### src/rtl/spi_master_sequencer.sv
// Sequences one read or write command into byte-wise start/stop handshakes with the
// serializer_deserializer SPI engine, collecting read bytes and guarding each wait.
//
// state     | meaning
// IDLE      | waiting for a command; chip select released
// LOAD      | waiting for the next write byte from the TX stream
// ISSUE     | start plus read/write raised; waiting for the engine irq
// RELEASE   | start dropped; waiting for the engine irq to clear
// RXPUSH    | presenting a read byte until the consumer takes it
// STOP      | stop raised; waiting for transfer complete
// STOP_REL  | stop dropped; waiting for transfer complete to clear
module spi_master_sequencer #(
    parameter int LEN_W     = 4,
    parameter int TIMEOUT_W = 16
) (
    input  logic                 Bus_CLK_i,
    input  logic                 RST_SYNC_i,
    input  logic                 cmd_valid_i,
    output logic                 cmd_ready_o,
    input  logic                 cmd_rd_i,
    input  logic [LEN_W-1:0]     cmd_len_i,
    input  logic [7:0]           cmd_cs_i,
    input  logic                 tx_valid_i,
    input  logic [7:0]           tx_data_i,
    output logic                 tx_ready_o,
    output logic                 rx_valid_o,
    output logic [7:0]           rx_data_o,
    input  logic                 rx_ready_i,
    input  logic [TIMEOUT_W-1:0] timeout_i,
    output logic                 start_o,
    output logic                 stop_o,
    output logic                 read_o,
    output logic                 write_o,
    output logic [7:0]           spi_wdata_o,
    output logic [7:0]           spi_cs_o,
    input  logic                 irq_write_i,
    input  logic                 irq_read_i,
    input  logic                 xfer_cmplt_i,
    input  logic [7:0]           spi_rdata_i,
    output logic                 busy_o,
    output logic                 done_o,
    output logic                 err_o
);

    typedef enum logic [2:0] {
        S_IDLE     = 3'd0,
        S_LOAD     = 3'd1,
        S_ISSUE    = 3'd2,
        S_RELEASE  = 3'd3,
        S_RXPUSH   = 3'd4,
        S_STOP     = 3'd5,
        S_STOP_REL = 3'd6
    } state_t;

    state_t               state_q, state_d;
    logic                 rd_q, rd_d;
    logic [LEN_W-1:0]     cnt_q, cnt_d;
    logic [TIMEOUT_W-1:0] wdog_q, wdog_d;
    logic [TIMEOUT_W:0]   wdog_next;
    logic                 irq_sel;
    logic                 wd_fire;
    logic                 abort;

    logic       start_q, start_d;
    logic       stop_q, stop_d;
    logic       read_q, read_d;
    logic       write_q, write_d;
    logic       rx_valid_q, rx_valid_d;
    logic       busy_q, busy_d;
    logic       done_q, done_d;
    logic       err_q, err_d;
    logic [7:0] cs_q, cs_d;
    logic [7:0] wdata_q, wdata_d;
    logic [7:0] rx_data_q, rx_data_d;

    assign irq_sel   = rd_q ? irq_read_i : irq_write_i;
    assign wdog_next = {1'b0, wdog_q} + {{TIMEOUT_W{1'b0}}, 1'b1};
    // Fires on the timeout_i-th cycle spent in a guarded state, only while still waiting.
    assign wd_fire   = (timeout_i != '0) && (wdog_next >= {1'b0, timeout_i});

    always_ff @(posedge Bus_CLK_i) begin
        if (RST_SYNC_i) begin
            state_q <= S_IDLE;
            rd_q    <= 1'b0;
            cnt_q   <= '0;
            wdog_q  <= '0;
        end else begin
            state_q <= state_d;
            rd_q    <= rd_d;
            cnt_q   <= cnt_d;
            wdog_q  <= wdog_d;
        end
    end

    always_comb begin
        state_d = state_q;
        rd_d    = rd_q;
        cnt_d   = cnt_q;
        abort   = 1'b0;
        case (state_q)
            S_IDLE: begin
                if (cmd_valid_i) begin
                    rd_d    = cmd_rd_i;
                    cnt_d   = cmd_len_i;
                    state_d = cmd_rd_i ? S_ISSUE : S_LOAD;
                end
            end
            S_LOAD: begin
                if (tx_valid_i) state_d = S_ISSUE;
            end
            S_ISSUE: begin
                if (irq_sel)      state_d = S_RELEASE;
                else if (wd_fire) abort   = 1'b1;
            end
            S_RELEASE: begin
                if (!irq_sel) begin
                    if (rd_q) begin
                        state_d = S_RXPUSH;
                    end else if (cnt_q != '0) begin
                        state_d = S_LOAD;
                        cnt_d   = cnt_q - {{(LEN_W-1){1'b0}}, 1'b1};
                    end else begin
                        state_d = S_STOP;
                    end
                end else if (wd_fire) begin
                    abort = 1'b1;
                end
            end
            S_RXPUSH: begin
                if (rx_ready_i) begin
                    if (cnt_q != '0) begin
                        state_d = S_ISSUE;
                        cnt_d   = cnt_q - {{(LEN_W-1){1'b0}}, 1'b1};
                    end else begin
                        state_d = S_STOP;
                    end
                end
            end
            S_STOP: begin
                if (xfer_cmplt_i) state_d = S_STOP_REL;
                else if (wd_fire) abort   = 1'b1;
            end
            S_STOP_REL: begin
                if (!xfer_cmplt_i) state_d = S_IDLE;
                else if (wd_fire)  abort   = 1'b1;
            end
            default: state_d = S_IDLE;
        endcase
        if (abort) state_d = S_IDLE;

        if (state_d != state_q) begin
            wdog_d = '0;
        end else if (state_q inside {S_ISSUE, S_RELEASE, S_STOP, S_STOP_REL}) begin
            wdog_d = wdog_next[TIMEOUT_W-1:0];
        end else begin
            wdog_d = wdog_q;
        end
    end

    // Registered outputs are decoded from the next state so they line up with state_q.
    always_comb begin
        start_d    = (state_d == S_ISSUE);
        read_d     = start_d & rd_d;
        write_d    = start_d & ~rd_d;
        stop_d     = (state_d == S_STOP);
        rx_valid_d = (state_d == S_RXPUSH);
        busy_d     = (state_d != S_IDLE);
        done_d     = (state_q == S_STOP_REL) && (state_d == S_IDLE) && !abort;

        err_d = err_q;
        if (abort)                                     err_d = 1'b1;
        else if ((state_q == S_IDLE) && cmd_valid_i)   err_d = 1'b0;

        cs_d = cs_q;
        if (state_d == S_IDLE)      cs_d = '0;
        else if (state_q == S_IDLE) cs_d = cmd_cs_i;

        wdata_d = wdata_q;
        if ((state_q == S_LOAD) && tx_valid_i) wdata_d = tx_data_i;

        rx_data_d = rx_data_q;
        if ((state_q == S_ISSUE) && rd_q && irq_read_i) rx_data_d = spi_rdata_i;
    end

    always_ff @(posedge Bus_CLK_i) begin
        if (RST_SYNC_i) begin
            start_q    <= 1'b0;
            stop_q     <= 1'b0;
            read_q     <= 1'b0;
            write_q    <= 1'b0;
            rx_valid_q <= 1'b0;
            busy_q     <= 1'b0;
            done_q     <= 1'b0;
            err_q      <= 1'b0;
            cs_q       <= '0;
            wdata_q    <= '0;
            rx_data_q  <= '0;
        end else begin
            start_q    <= start_d;
            stop_q     <= stop_d;
            read_q     <= read_d;
            write_q    <= write_d;
            rx_valid_q <= rx_valid_d;
            busy_q     <= busy_d;
            done_q     <= done_d;
            err_q      <= err_d;
            cs_q       <= cs_d;
            wdata_q    <= wdata_d;
            rx_data_q  <= rx_data_d;
        end
    end

    assign cmd_ready_o = (state_q == S_IDLE);
    assign tx_ready_o  = (state_q == S_LOAD) & tx_valid_i;
    assign start_o     = start_q;
    assign stop_o      = stop_q;
    assign read_o      = read_q;
    assign write_o     = write_q;
    assign rx_valid_o  = rx_valid_q;
    assign rx_data_o   = rx_data_q;
    assign spi_wdata_o = wdata_q;
    assign spi_cs_o    = cs_q;
    assign busy_o      = busy_q;
    assign done_o      = done_q;
    assign err_o       = err_q;

endmodule
### config.mk
export PLATFORM = sky130hd
export DESIGN_NAME = spi_master_sequencer
export DESIGN_NICKNAME = d
export VERILOG_FILES = /design/src/rtl/spi_master_sequencer.sv
export SDC_FILE = /design/constraint.sdc
export NUM_CORES = 1
export LEC_CHECK = 0
export BUFFER_PORTS_ARGS = -buffer_cell sky130_fd_sc_hd__clkbuf_2
export CAP_MARGIN = 10
export CORE_ASPECT_RATIO = 1.25
export CORE_MARGIN = 4
export CORE_UTILIZATION = 41
export CTS_BUF_LIST = sky130_fd_sc_hd__clkbuf_16
export DETAILED_ROUTE_END_ITERATION = 7
export SYNTH_ARGS = -nofsm -noshare
export SYNTH_HDL_FRONTEND = slang
export SYNTH_SLANG_ARGS = --single-unit
### constraint.sdc
create_clock -name Bus_CLK_i -period 5 [get_ports Bus_CLK_i]
set_input_delay 0.25 -clock Bus_CLK_i [delete_from_list [all_inputs] [get_ports Bus_CLK_i]]
set_output_delay 0.25 -clock Bus_CLK_i [all_outputs]
set_load 0.01 [all_outputs]
==> results.toml <==
[route]
drc = 0
num_vias = 2902
postRouteAntennaNets = 0
firstDrtPassIters = 4
drt_iter0_drc = 148
wl_um = 7300
viasPerCell = 5.27
wl_per_cell_um = 13.2

[hold_path]
hp-start = "tx_data_i[4]"
worstHoldPathType = "primary input to register"

[power_and_ir_drop]
p_seq_share_pct = 45.6
pwr-share-comb_pct = 22.0
power_density_nw_per_um2 = 275
switching_share_pct = 30.5
finalPower_uw = 1080
intPower_uw = 748
p_leak_uw = 0.00173
clkPwrFrac_pct = 32.4
p_sw_uw = 329
ir_drop_v = 0.000178

[placed_design]
hpwl_um = 5690
gp_congestion = 0.782
post_dp_cell_area_sq_um = 3770
pre_cts_ws_ns = 1.05
portBuffers = 86

[critical_path]
path_max_fanout = 18
worstPathArrival_ns = 4.14
startpoint = "wdog_q[2]$_SDFFE_PP0P_"
path_cells = "nand4_1 -> nor3_1 -> nand2_1 -> nor2_1 -> xnor2_1 -> ha_1 -> and3_1 -> a211oi_1 -> o21ai_0 -> o311ai_4 -> nand3b_1 -> nor4bb_1"
slowest_stage = "nand3b_1"
cp.required_ns = 5.19
r2r_start = "wdog_q[2]$_SDFFE_PP0P_"
critPathMaxStageDelay_ns = 0.57
endpoint_kind = "register"
cp-start-kind = "register"
criticalPathCategory = "register to register"

[synthesis]
syn_area_sq_um = 3290
ys_types = 56
syn_nets = 448
synthArstFlopShare_pct = 0
synthTopCellsByCount = "dfxtp_1, nor2_1, nand2_1, inv_1, mux2i_1"
synthTopCellsByArea = "dfxtp_1, ha_1, mux2i_1"
synth_simple_gate_area_share_pct = 27.6
yosys_warnings = 0
synthMuxAreaShare_pct = 6.43
synthXorXnorAreaFrac_pct = 7.98
synth_top_cell_by_area = "dfxtp_1"
synthCells = 377
synth_top_family_by_area = "simple AND/OR/NAND/NOR gates"
synth.avg_cell_area_sq_um = 8.73
ys_seq_area_share_pct = 34.1
synth_ff_type = "dfxtp_1"
synth_edf_count = 0
synth.top_cell.area_share_pct = 34.1
synth_compound_area_share_pct = 11.9
synth_seq_cells = 56
synth.most_common_cell = "dfxtp_1"
synth_fa_ha_area_share_pct = 6.84

[timing]
finalClockSkew_ns = 0.00542
finalHoldViolCount = 0
worst_slew_pin_slew_ns = 1.08
timing.fmax_mhz = 253
setup_tns_ns = 0
max-slew-margin-rel_pct = 27.5
period_minus_slack_ns = 3.95
finalSetupViolations = 0
report.final.slew_viol_count = 0
period_share_pct = 79.0
layout_setup_ws_ns = 1.05
rsz0062_at_grt = "no"

[global_routing]
antenna_found_initial = 0
grt_pass1_wl_um = 12100
grt.overflow.total = 0
grt_max_degree = 25
grt_pass1_vias = 2687
track_usage_pct = 15.6

[die]
dieArea_sq_um = 9530
initial_core_util_pct = 42.2
die_y_um = 108
die_w_um = 88.1
coreArea_sq_um = 7790
io_pins = 87
fp-row-count = 36

[cts]
ctsLongestPathBuffers = 2
cts-root-buf = "clkbuf_16"
post_cts_buffers = 0
clock_latency_ns = 0.29
clk_pin_slew_ns = 0.07
ctsResizeCount = 0
hold_buffers = 0
cts_tree = "done"
htree_levels = 2
cts.sinks = 56
cts_buffers = 5

[flow_run]
cap_viol_max_count = 0

[cells_and_area]
n_fill_cell = 777
diodes = 0
drive_gt1_share_pct = 25.9
multiInputGateArea_sq_um = 2010
fin_nets = 526
design_area_sq_um = 3920
postLayoutCoreUtil_pct = 50.3
syn_to_final_growth_pct = 19.1
seqCellArea_sq_um = 1120

[run_status]
status = "completed"
critical path: cells and delay by family, from the launching register on:
kind / cells / cell delay [ns]
compound gates: 3 / 0.78
fa+ha+maj: 1 / 0.28
flops: 1 / 0.41
xor+xnor: 1 / 0.14
simple gates: 7 / 2.23
cell type report:
cell class | instances | share of cell area (%)
clock buffers | 5 | 3.19
inverters | 24 | 2.30
well taps | 95 | 3.03
flip-flops and latches | 56 | 28.6
multi-input cells | 282 | 51.3
clock inverters | 3 | 0.575
repair buffers | 86 | 11.0
layer usage:
metal  vias up  routed length [um]  part of all wire (%)  track usage, %
met5         -                   0                     0               0
met4         0                  68                  0.93            4.21
met3         5                 298                   4.1            2.52
met2        46                3650                    50            27.0
met1      1353                3280                    45            20.0
li1       1498                   -                     -               -
final timing paths:
kind	end	depth (start not counted)	slack [ns]
setup reg to reg	write_o$_SDFF_PP0_	12	1.05
hold reg to reg	spi_wdata_o[3]$_SDFFE_PP0P_	2	0.46
setup / recovery	write_o$_SDFF_PP0_	12	1.05
hold / removal	spi_wdata_o[4]$_SDFFE_PP0P_	3	0.17
placed cells by master (no fill, tap or decap), types with 3 or more instances in the layout:
cell type  count
a21oi_1       16
a31oi_1        3
and2_1         3
and3_1         3
clkbuf_16      5
clkbuf_2      86
dfxtp_1       56
ha_1          18
inv_1         23
mux2i_1       20
nand2_1       38
nand2b_1       4
nand3_1        8
nand3b_1       3
nand4_1        7
nor2_1        40
nor3_1        13
nor3b_1        4
nor4_1        12
nor4_2         9
o211ai_1       3
o21ai_0        9
xnor2_1       13
xor2_1        17
stage by stage:
| step | cells | hold WS (ns) |
|---|---|---|
| floorplan | 377 | 0.319 |
| global placement | 543 | 0.443 |
| detailed placement | 543 | 0.450 |
| CTS | 551 | 0.173 |
| global route | 551 | 0.183 |
| finish | 551 | 0.175 |
kinds of logic after synthesis:
kind of cell	after synthesis
compound gates	52
xor+xnor	30
fa+ha+maj	18
buf+inv	39
flops	56
mux	21
simple gates	161
state kept, by name, indices dropped and copies added (netlist names), 3 cells and up:
name,count
spi_wdata_o,8
cnt_q,4
wdog_q,16
state_q,3
rx_data_o,8
spi_cs_o,8
power by group through the flow:
stage | registers (uW) | clock network, uW | logic, uW
global placement | 502 | 0 | 238
CTS | 492 | 358 | 241
floorplan | 499 | 0 | 173
finish | 491 | 349 | 237
detailed placement | 502 | 0 | 240
global route | 495 | 375 | 267
(Power assumes the default switching activity.)
